==> src/rtl/div_pkg.sv <==
// div_pkg: shared definitions for the sequential divider.
//   DIV_NBITS_DEF : default operand/result width
//   div_state_e   : divider FSM state encoding (IDLE/RUN/DONE)
package div_pkg;

  localparam int unsigned DIV_NBITS_DEF = 32;

  typedef enum logic [1:0] {
    DIV_IDLE = 2'd0,
    DIV_RUN  = 2'd1,
    DIV_DONE = 2'd2
  } div_state_e;

endpackage

==> src/rtl/div_step.sv <==
// div_step: one combinational restoring-division iteration.
//   rem   in  NBITS  partial remainder
//   quo   in  NBITS  dividend bits still to shift in / quotient bits so far
//   dvs   in  NBITS  divisor
//   rem_n out NBITS  next partial remainder
//   quo_n out NBITS  next quotient/dividend shift register
module div_step
  import div_pkg::*;
#(
  parameter int unsigned NBITS = DIV_NBITS_DEF
) (
  input  logic [NBITS-1:0] rem,
  input  logic [NBITS-1:0] quo,
  input  logic [NBITS-1:0] dvs,
  output logic [NBITS-1:0] rem_n,
  output logic [NBITS-1:0] quo_n
);

  logic [NBITS-1:0] w_trial;
  logic [NBITS:0]   w_diff;
  logic             w_ge;

  always_comb begin
    w_trial = {rem[NBITS-2:0], quo[NBITS-1]};
    // Borrow out of the NBITS+1 subtraction is the compare result.
    w_diff  = {1'b0, w_trial} - {1'b0, dvs};
    // The bit shifted out of rem means the true trial is >= 2^NBITS,
    // which always exceeds dvs; the low bits of w_diff are still exact.
    w_ge    = rem[NBITS-1] | ~w_diff[NBITS];
    rem_n   = w_ge ? w_diff[NBITS-1:0] : w_trial;
    quo_n   = {quo[NBITS-2:0], w_ge};
  end

endmodule

==> src/rtl/seq_divider.sv <==
// seq_divider: multi-cycle restoring integer divider, one quotient bit per clock.
//   clock        in   rising-edge clock
//   reset        in   asynchronous active-low reset
//   start_div    in   pulse: capture dividend/divisor, start dividing
//   stop_div     in   pulse: transfer internal result to quotient/rest
//   dividend     in   NBITS operand (sampled on start_div)
//   divisor      in   NBITS operand (sampled on start_div)
//   quotient     out  NBITS registered quotient
//   rest         out  NBITS registered remainder
//   busy_div     out  high while iterating
//   done_div     out  high while an unread result is held
//   div_by_zero  out  result came from a zero divisor
// Build option: define DIVIDE_SIGNED_EN for two's-complement operands
// (truncating division); otherwise unsigned only.
module seq_divider
  import div_pkg::*;
#(
  parameter  int unsigned NBITS = DIV_NBITS_DEF,
  localparam int unsigned CNTW  = $clog2(NBITS + 1)
) (
  input  logic             clock,
  input  logic             reset,
  input  logic             start_div,
  input  logic             stop_div,
  input  logic [NBITS-1:0] dividend,
  input  logic [NBITS-1:0] divisor,
  output logic [NBITS-1:0] quotient,
  output logic [NBITS-1:0] rest,
  output logic             busy_div,
  output logic             done_div,
  output logic             div_by_zero
);

  div_state_e       r_state, w_state_n;
  logic [NBITS-1:0] r_rem, r_quo, r_dvs;
  logic [CNTW-1:0]  r_cnt;
  logic             r_dz;
  logic             w_load, w_xfer;
  logic [NBITS-1:0] w_rem_n, w_quo_n;
  logic [NBITS-1:0] w_a_mag, w_b_mag;
  logic [NBITS-1:0] w_q_out, w_r_out;

  div_step #(.NBITS(NBITS)) u_step (
    .rem   (r_rem),
    .quo   (r_quo),
    .dvs   (r_dvs),
    .rem_n (w_rem_n),
    .quo_n (w_quo_n)
  );

`ifdef DIVIDE_SIGNED_EN
  logic r_a_neg, r_b_neg;

  // Iterate on magnitudes; signs are reapplied on transfer.
  always_comb begin
    w_a_mag = dividend[NBITS-1] ? (~dividend + NBITS'(1)) : dividend;
    w_b_mag = divisor[NBITS-1]  ? (~divisor  + NBITS'(1)) : divisor;
    // A zero divisor keeps the raw all-ones quotient regardless of sign.
    w_q_out = ((r_a_neg ^ r_b_neg) && !r_dz) ? (~r_quo + NBITS'(1)) : r_quo;
    w_r_out = r_a_neg ? (~r_rem + NBITS'(1)) : r_rem;
  end

  always_ff @(posedge clock or negedge reset) begin
    if (!reset) begin
      r_a_neg <= 1'b0;
      r_b_neg <= 1'b0;
    end else if (w_load) begin
      r_a_neg <= dividend[NBITS-1];
      r_b_neg <= divisor[NBITS-1];
    end
  end
`else
  always_comb begin
    w_a_mag = dividend;
    w_b_mag = divisor;
    w_q_out = r_quo;
    w_r_out = r_rem;
  end
`endif

  // Next-state / control decode.
  always_comb begin
    w_state_n = r_state;
    w_load    = 1'b0;
    w_xfer    = 1'b0;
    case (r_state)
      DIV_IDLE: begin
        w_xfer = stop_div;
        if (start_div) begin
          w_state_n = DIV_RUN;
          w_load    = 1'b1;
        end
      end
      DIV_RUN: begin
        if (start_div) begin
          w_load = 1'b1;
        end else if (r_cnt == CNTW'(1)) begin
          w_state_n = DIV_DONE;
        end
      end
      DIV_DONE: begin
        if (stop_div) begin
          w_xfer    = 1'b1;
          w_state_n = DIV_IDLE;
        end
        if (start_div) begin
          w_state_n = DIV_RUN;
          w_load    = 1'b1;
        end
      end
      default: w_state_n = DIV_IDLE;
    endcase
  end

  // State, datapath and output registers.
  always_ff @(posedge clock or negedge reset) begin
    if (!reset) begin
      r_state     <= DIV_IDLE;
      r_rem       <= '0;
      r_quo       <= '0;
      r_dvs       <= '0;
      r_cnt       <= '0;
      r_dz        <= 1'b0;
      quotient    <= '0;
      rest        <= '0;
      busy_div    <= 1'b0;
      done_div    <= 1'b0;
      div_by_zero <= 1'b0;
    end else begin
      r_state  <= w_state_n;
      busy_div <= (w_state_n == DIV_RUN);
      done_div <= (w_state_n == DIV_DONE);
      if (w_load) begin
        r_rem <= '0;
        r_quo <= w_a_mag;
        r_dvs <= w_b_mag;
        r_dz  <= (divisor == '0);
        r_cnt <= CNTW'(NBITS);
      end else if (r_state == DIV_RUN) begin
        r_rem <= w_rem_n;
        r_quo <= w_quo_n;
        r_cnt <= r_cnt - CNTW'(1);
      end
      // Transfer reads the pre-load result, so start+stop in DONE hands over the old one.
      if (w_xfer) begin
        quotient    <= w_q_out;
        rest        <= w_r_out;
        div_by_zero <= r_dz;
      end
    end
  end

endmodule

==> config.mk <==
export PLATFORM = sky130hd
export DESIGN_NAME = seq_divider
export DESIGN_NICKNAME = d
export VERILOG_FILES = /design/src/rtl/div_pkg.sv /design/src/rtl/div_step.sv /design/src/rtl/seq_divider.sv
export SDC_FILE = /design/constraint.sdc
export NUM_CORES = 1
export LEC_CHECK = 0
export CAP_MARGIN = 20
export CORE_UTILIZATION = 30
export CTS_BUF_LIST = sky130_fd_sc_hd__clkbuf_8
export CTS_CLUSTER_DIAMETER = 50
export CTS_CLUSTER_SIZE = 30
export DETAILED_ROUTE_END_ITERATION = 8
export GPL_TIMING_DRIVEN = 1
export PLACE_DENSITY = 0.58
export SLEW_MARGIN = 15
export SYNTH_ARGS = -nofsm -noshare
export SYNTH_HDL_FRONTEND = slang
export SYNTH_SLANG_ARGS = --single-unit
==> constraint.sdc <==
create_clock -name clock -period 3.7 [get_ports clock]
set_clock_uncertainty 0.05 [all_clocks]
set_input_delay 1.11 -clock clock [delete_from_list [all_inputs] [get_ports clock]]
set_output_delay 1.11 -clock clock [all_outputs]
set_load 0.01 [all_outputs]
==> results of run 1 <==
==> per-stage QoR <==
stage                     instance area, µm²  util (%)  setup WS, ns  cells  hold WS, ns
after floorplan                         8720         -         0.724    881        0.395
after global placement                 10600      37.0         0.478   1368        0.416
after detailed placement               10600      37.0         0.399   1368        0.423
after CTS                              11000      38.4         0.372   1400        0.449
after global routing                   11000      38.4         0.141   1400        0.481
final                                  11000      38.4         0.380   1401        0.445
==> metal layers <==
metal  vias up  track usage, %  share of wire, %
met3        21            5.33               7.7
met5         -               0             0.054
li1       3364               -                 -
met1      3283            21.0                48
met2       136            23.5                43
met4         2            4.50               1.1
==> power breakdown <==
part           switching [mW]  internal [mW]  leakage (nW)  total (mW)
logic                   0.765          0.846          2.55        1.61
clock network           0.810          0.568         0.197        1.38
registers               0.230           2.23          2.17        2.46
total                    1.81           3.64          4.91        5.44
==> logic make-up after synthesis <==
| group | after synthesis | synth area share [%] |
|---|---|---|
| AND/OR/NAND/NOR | 249 | 12.1 |
| AO/OA/AOI/OAI | 242 | 17.8 |
| adder cells (fa/ha/maj) | 35 | 5.11 |
| buffers and inverters | 86 | 3.96 |
| multiplexers | 71 | 9.07 |
| XOR/XNOR | 26 | 2.61 |
| flip-flops | 172 | 49.4 |
==> layout make-up <==
| class | instances | area share [%] |
|---|---|---|
| clock buffers | 17 | 2.13 |
| flip-flops and latches | 172 | 39.2 |
| multi-input cells | 623 | 37.4 |
| well taps | 384 | 4.37 |
| repair buffers | 150 | 14.0 |
| clock inverters | 15 | 1.58 |
| inverters | 39 | 1.33 |
| diodes | 1 | 0.0228 |
==> tightest hold or removal path, delay by kind of cell, from the launching register on <==
family        cells  cell delay [ns]
flops             1             0.36
simple gates      2             0.11
==> cell usage after synthesis, types with 2 or more instances <==
library cell / n
a32oi_1: 6
nand2b_1: 4
clkbuf_1: 35
nand4_1: 5
xnor2_1: 16
o21a_1: 3
or3_1: 2
buf_1: 2
a31oi_1: 2
o22ai_1: 33
nor2b_1: 2
mux2i_1: 7
ha_1: 34
o21ai_0: 52
a22o_1: 3
xor2_1: 10
a2111oi_2: 3
nand3b_1: 2
and2_1: 3
a211oi_1: 6
a32o_1: 5
buf_2: 6
a21o_1: 24
nand3_1: 12
mux2_2: 64
a211o_1: 2
o31ai_1: 4
a22oi_1: 2
a21oi_2: 3
and3_1: 4
o21bai_1: 2
nor4_1: 9
o2111ai_1: 3
nor3_1: 10
and4_1: 2
dfrtp_1: 172
a221o_1: 2
o21ba_2: 2
nor2_1: 94
o21ai_1: 31
a21oi_1: 45
buf_4: 4
nand2_1: 98
inv_1: 38
==> registers in the layout (all words and copies together) (netlist names) <==
register     flops
r_dvs           32
r_dz             1
r_quo           32
busy_div         1
done_div         1
div_by_zero      1
rest            32
r_cnt            6
quotient        32
r_rem           32
r_state          2
==> placed cells by master, fill, tap and decap left out, types with 4 or more instances in the layout <==
| master | synthesis | layout |
|---|---|---|
| xnor2_1 | 16 | 16 |
| mux2i_1 | 7 | 7 |
| dfrtp_1 | 172 | 172 |
| o22ai_1 | 33 | 33 |
| inv_8 | 0 | 4 |
| nor2_1 | 94 | 94 |
| inv_1 | 38 | 38 |
| o21ai_0 | 52 | 51 |
| nand4_1 | 5 | 5 |
| a32o_1 | 5 | 5 |
| clkbuf_8 | 0 | 17 |
| nand2_1 | 98 | 97 |
| mux2_2 | 64 | 64 |
| ha_1 | 34 | 34 |
| buf_4 | 4 | 10 |
| a21oi_2 | 3 | 4 |
| nor3_1 | 10 | 10 |
| xor2_1 | 10 | 10 |
| nand3_1 | 12 | 12 |
| buf_12 | 0 | 6 |
| a32oi_1 | 6 | 6 |
| clkdlybuf4s50_1 | 0 | 133 |
| o21ai_1 | 31 | 30 |
| nor4_1 | 9 | 9 |
| a211oi_1 | 6 | 6 |
| and3_1 | 4 | 4 |
| a21o_1 | 24 | 24 |
| o31ai_1 | 4 | 4 |
| a21oi_1 | 45 | 43 |
==> final timing paths <==
check	start	to	slack (ns)	depth (start not counted)
max	r_quo[31]$_DFFE_PN0P_	r_rem[21]$_DFFE_PN0P_	0.38	13
min	r_dvs[0]$_DFFE_PN0P_	r_dvs[0]$_DFFE_PN0P_	0.44	2
max reg2reg	r_quo[31]$_DFFE_PN0P_	r_rem[21]$_DFFE_PN0P_	0.38	13
min reg2reg	r_dvs[0]$_DFFE_PN0P_	r_dvs[0]$_DFFE_PN0P_	0.44	2
max in group asynchronous	reset	r_quo[0]$_DFFE_PN0P_	2.27	2
min in group asynchronous	reset	rest[7]$_DFFE_PN0P_	0.55	1
==> flow_summary.json, run 1 <==
{
  "cts_buffers": 17,
  "power_mw": 5.44,
  "synth_area_leader_cell": "dfrtp_1",
  "cap_violations": 0,
  "max_slew_margin_pct": 47.9,
  "core_area_um2": 28600,
  "die_h_um": 172,
  "cts_buffer_depth": 2,
  "drt-wirelength-per-cell_um": 15.9,
  "globalplace.congestion": 0.880,
  "period_share_pct": 89.7,
  "setup.worst_path.start_class": "register",
  "avgSynthCellArea_um2": 9.90,
  "worstMarginPinSlew_ns": 0.772,
  "yosysTopAreaCellShare_pct": 49.4,
  "synth_edf_count": 0,
  "die-area_um2": 29800,
  "clock_sinks": 172,
  "area_delta_synth_final_pct": 26.0,
  "synthCells": 881,
  "cp.required_ns": 4.00,
  "path_buf_inv": 2,
  "crit_fanout": 10,
  "power_leakage_nw": 4.91,
  "path_class": "reg -> reg",
  "grt-ovfl-total": 0,
  "vias": 6806,
  "ir_drop_mv": 0.291,
  "num_io_pins": 135,
  "ys_dominant_reg_cell": "dfrtp_1",
  "netlist_area_um2": 8720,
  "root_buffer": "clkbuf_8",
  "end_kind": "register",
  "hold_path.class": "reg -> reg",
  "drive_gt1_share_pct": 13.0,
  "power_density_nw_per_um2": 495,
  "htree_num_levels": 4,
  "multi_input_area_um2": 4110,
  "viasPerCell": 4.86,
  "grt_pass1_wl_um": 35800,
  "critPathArrivalTime_ns": 3.62,
  "status": "finished clean",
  "fmax_ghz": 0.301,
  "fillers": 2846,
  "tns_ns": 0,
  "drt_pass1_iterations": 5,
  "antenna_found_initial": 2,
  "hpwl_um": 16300,
  "portBuffers": 134,
  "path_cells": "inv_1 > ha_1 > inv_1 > fa_1 > a211oi_2 > o21bai_1 > o2111a_1 > a21oi_1 > o21ai_1 > o21a_1 > and4_1 > a211oi_1 > o21ai_1",
  "drtIter0Drc": 350,
  "start_util_pct": 30.5,
  "postCtsHoldBufs": 0,
  "num_rows": 62,
  "critPathMaxStageDelay_ns": 0.43,
  "grt_max_degree": 68,
  "ys_async_sr_fraction_pct": 100,
  "synth_cell_type_count": 57,
  "final.min_clock_period_ns": 3.32,
  "grt_pass1_vias": 6734,
  "synth-seq-cells": 172,
  "die_w_um": 172,
  "cpMaxStageDelayCell": "fa_1",
  "ant_nets": 0,
  "setup_violations": 0,
  "clkLatencyLatePin_ns": 0.48,
  "remaining_drc_errors": 0,
  "cts_tree": "yes",
  "synthTopCellsByArea": "dfrtp_1 49%, mux2_2 8.3%, ha_1 4.9%",
  "yosys_warnings": 0,
  "cts_setup_buffers": 0,
  "final_nets": 1106,
  "hold_viol": 0,
  "cts.clk_slew.worst_paths_ns": 0.10,
  "rsz0062_at_grt": "false",
  "yosysSeqAreaShare_pct": 49.4,
  "regArea_um2": 4300,
  "syn-num-nets": 984,
  "grt.total_usage_pct": 15.6,
  "critPathTopFamily": "compound AO/OA/AOI/OAI gates",
  "post_cts_resize_count": 0,
  "maxSlewViolCount": 0,
  "wl_um": 22300
}
Power figures use the tool's default switching activity.
==> run 2, diff against run 1 <==
- GPL_ROUTABILITY_DRIVEN: not set -> 1
==> results of run 2 <==
No change in the layout: final DEF, timing and power equal those of run 1.
==> run 3, diff against run 2 <==
- ABC_AREA: not set -> 1
- PLACE_DENSITY: 0.58 -> 0.57
==> run 3 against run 2 <==
  * First-iteration DRC count increased by 42%
  * Sequential share of layout area fell by 3.8 points
  * Worst hold slack got worse by 0.0035 ns
  * Non-clock buffer count shrank 1
  * Largest cell class is now multi-input gates
==> flow_summary.json, run 3 <==
{
  "portBuffers": 134,
  "grt-ovfl-total": 0,
  "synth_cell_type_count": 34,
  "cts_buffers": 17,
  "path_cells": "inv_1 > ha_1 > inv_1 > fa_1 > nand2_1 > nand2_1 > nand3_1 > nand2_2 > nand2_2 > nand2_4 > nand3_4 > buf_4 > nand3_1 > nand2_1 > inv_1 > nand2_1 > nand2_1",
  "core_area_um2": 32500,
  "postCtsHoldBufs": 0,
  "setup.worst_path.start_class": "register",
  "drtIter0Drc": 498,
  "grt.total_usage_pct": 17.0,
  "antenna_found_initial": 1,
  "tns_ns": 0,
  "ys_async_sr_fraction_pct": 100,
  "ys_dominant_reg_cell": "dfrtp_1",
  "fillers": 3528,
  "critPathMaxStageDelay_ns": 0.43,
  "area_delta_synth_final_pct": 22.9,
  "max_slew_margin_pct": 58.1,
  "htree_num_levels": 4,
  "synth_edf_count": 0,
  "synth_area_leader_cell": "dfrtp_1",
  "critPathTopFamily": "simple AND/OR/NAND/NOR gates",
  "diodes": 0,
  "status": "finished clean",
  "grt_max_degree": 67,
  "stdcell_area_um2": 12200,
  "ir_drop_mv": 0.283,
  "grt_pass1_vias": 8522,
  "cp.required_ns": 4.03,
  "final_cell_mix": "443 x nand2_1, 263 x inv_1, 172 x dfrtp_1",
  "end_kind": "register",
  "drive_gt1_share_pct": 4.59,
  "hpwl_um": 20700,
  "period_share_pct": 72.9,
  "drt_pass1_iterations": 5,
  "wl_um": 27600,
  "cap_violations": 0,
  "remaining_drc_errors": 0,
  "hold_path.class": "reg -> reg",
  "start_util_pct": 30.5,
  "netlist_area_um2": 9910,
  "num_io_pins": 135,
  "path_common_cell": "nand2_1",
  "num_rows": 66,
  "clkLatencyLatePin_ns": 0.49,
  "die_w_um": 184,
  "maxSlewViolCount": 0,
  "cpMaxStageDelayCell": "fa_1",
  "cts.clk_slew.worst_paths_ns": 0.11,
  "drt-wirelength-per-cell_um": 14.0,
  "setup_violations": 0,
  "yosysSeqAreaShare_pct": 43.4,
  "syn-num-nets": 1496,
  "power_mw": 8.55,
  "avgSynthCellArea_um2": 7.11,
  "yosys-top-cells-count": "444 x nand2_1, 265 x inv_1, 172 x dfrtp_1, 138 x o21ai_0, 85 x nand3_1",
  "worstMarginPinSlew_ns": 0.629,
  "synth-seq-cells": 172,
  "rsz0062_at_grt": "false",
  "globalplace.congestion": 0.895,
  "yosysMostFrequentCell": "nand2_1",
  "power_density_nw_per_um2": 702,
  "grt_pass1_wl_um": 45000,
  "ant_nets": 0,
  "viasPerCell": 4.46,
  "synthTopCellsByArea": "dfrtp_1 43%, nand2_1 17%, inv_1 10%",
  "synthCells": 1393,
  "cts_tree": "yes",
  "place_area_um2": 11700,
  "path_class": "reg -> reg",
  "die_h_um": 184,
  "layout_commonest_cell": "nand2_1",
  "clock_sinks": 172,
  "dp_slack_ns": 0.828,
  "cts_buffer_depth": 2,
  "vias": 8773,
  "yosys_warnings": 0,
  "worst_slack_ns": 1.00,
  "crit_fanout": 20,
  "die-area_um2": 33800,
  "cts_setup_buffers": 0,
  "final_nets": 1615,
  "path_buf_inv": 4,
  "power_leakage_nw": 6.34,
  "final.min_clock_period_ns": 2.70,
  "critPathArrivalTime_ns": 3.03,
  "yosysTopAreaCellShare_pct": 43.4,
  "post_cts_resize_count": 0,
  "fmax_ghz": 0.371,
  "hold_viol": 0,
  "root_buffer": "clkbuf_8"
}
run 3: cell types whose count changed after synthesis, sizes merged, moves of 8 or more:
cell	before	now
nand2	99	450
inv	38	265
nand3	12	91
o21ai	83	148
mux2	64	1
a21oi	48	17
a21o	24	0
nor2	94	83
xor2	10	1
nand4	5	13
run 3: worst register-to-register path: stages (launching register included):
cell	delay (ns)
dfrtp_1	0.38
inv_1	0.10
ha_1	0.16
inv_1	0.07
fa_1	0.43
nand2_1	0.09
nand2_1	0.07
nand3_1	0.10
nand2_2	0.10
nand2_2	0.09
nand2_4	0.06
nand3_4	0.19
buf_4	0.32
nand3_1	0.15
nand2_1	0.08
inv_1	0.04
nand2_1	0.04
nand2_1	0.04
run 3: logic make-up (layout without fill, tap and decap cells):
kind of cell	Yosys count	count (layout)	share of synthesized area, %
mux	1	1	0.114
buf+inv	314	446	12.4
flops	172	172	43.4
compound gates	202	202	10.9
fa+ha+maj	35	35	4.49
simple gates	654	654	27.4
xor+xnor	15	15	1.33
run 3: path summary, 6_finish.rpt:
kind	start	endpoint	slack [ns]	cells after the start
worst max register to register	r_quo[31]$_DFFE_PN0P_	r_rem[29]$_DFFE_PN0P_	1.00	17
worst min-delay path	quotient[4]$_DFFE_PN0P_	quotient[4]$_DFFE_PN0P_	0.44	2
min in group asynchronous	reset	quotient[19]$_DFFE_PN0P_	0.46	1
max in group asynchronous	reset	r_rem[26]$_DFFE_PN0P_	2.38	2
worst max-delay path	r_quo[31]$_DFFE_PN0P_	r_rem[29]$_DFFE_PN0P_	1.00	17
worst min register to register	quotient[4]$_DFFE_PN0P_	quotient[4]$_DFFE_PN0P_	0.44	2
run 3: where the power goes:
part	switching [mW]	leakage [nW]	internal [mW]
Sequential	0.354	2.15	2.45
Combinational	2.58	3.97	1.73
Clock	0.905	0.214	0.540
Total	3.84	6.34	4.72
run 3: area by class of cell:
cell class | instances | area, µm² | area share (%)
tap | 442 | 553 | 4.54
clock buffer | 17 | 234 | 1.92
clock inverter | 15 | 199 | 1.63
multi-input combinational | 907 | 4390 | 36.0
timing repair buffer | 149 | 1510 | 12.4
inverter | 265 | 995 | 8.17
sequential | 172 | 4300 | 35.3
run 3: per-layer routing:
| metal | routed length, µm | global-route usage (%) | part of all wire [%] | vias up |
|---|---|---|---|---|
| met5 | 13 | 0 | 0.047 | - |
| met4 | 281 | 3.83 | 1.0 | 2 |
| met3 | 1260 | 3.45 | 4.6 | 21 |
| met2 | 12600 | 27.6 | 46 | 163 |
| met1 | 13400 | 23.1 | 49 | 4023 |
| li1 | - | - | - | 4564 |
run 3: metrics by stage:
step / utilization (%) / hold WS, ns / std cells
4_1_cts: 37.4 / 0.450 / 1967
5_1_grt: 37.4 / 0.458 / 1967
3_3_place_gp: 36.1 / 0.417 / 1935
3_5_place_dp: 36.1 / 0.423 / 1935
6_report: 37.4 / 0.441 / 1967
2_1_floorplan: - / 0.403 / 1393
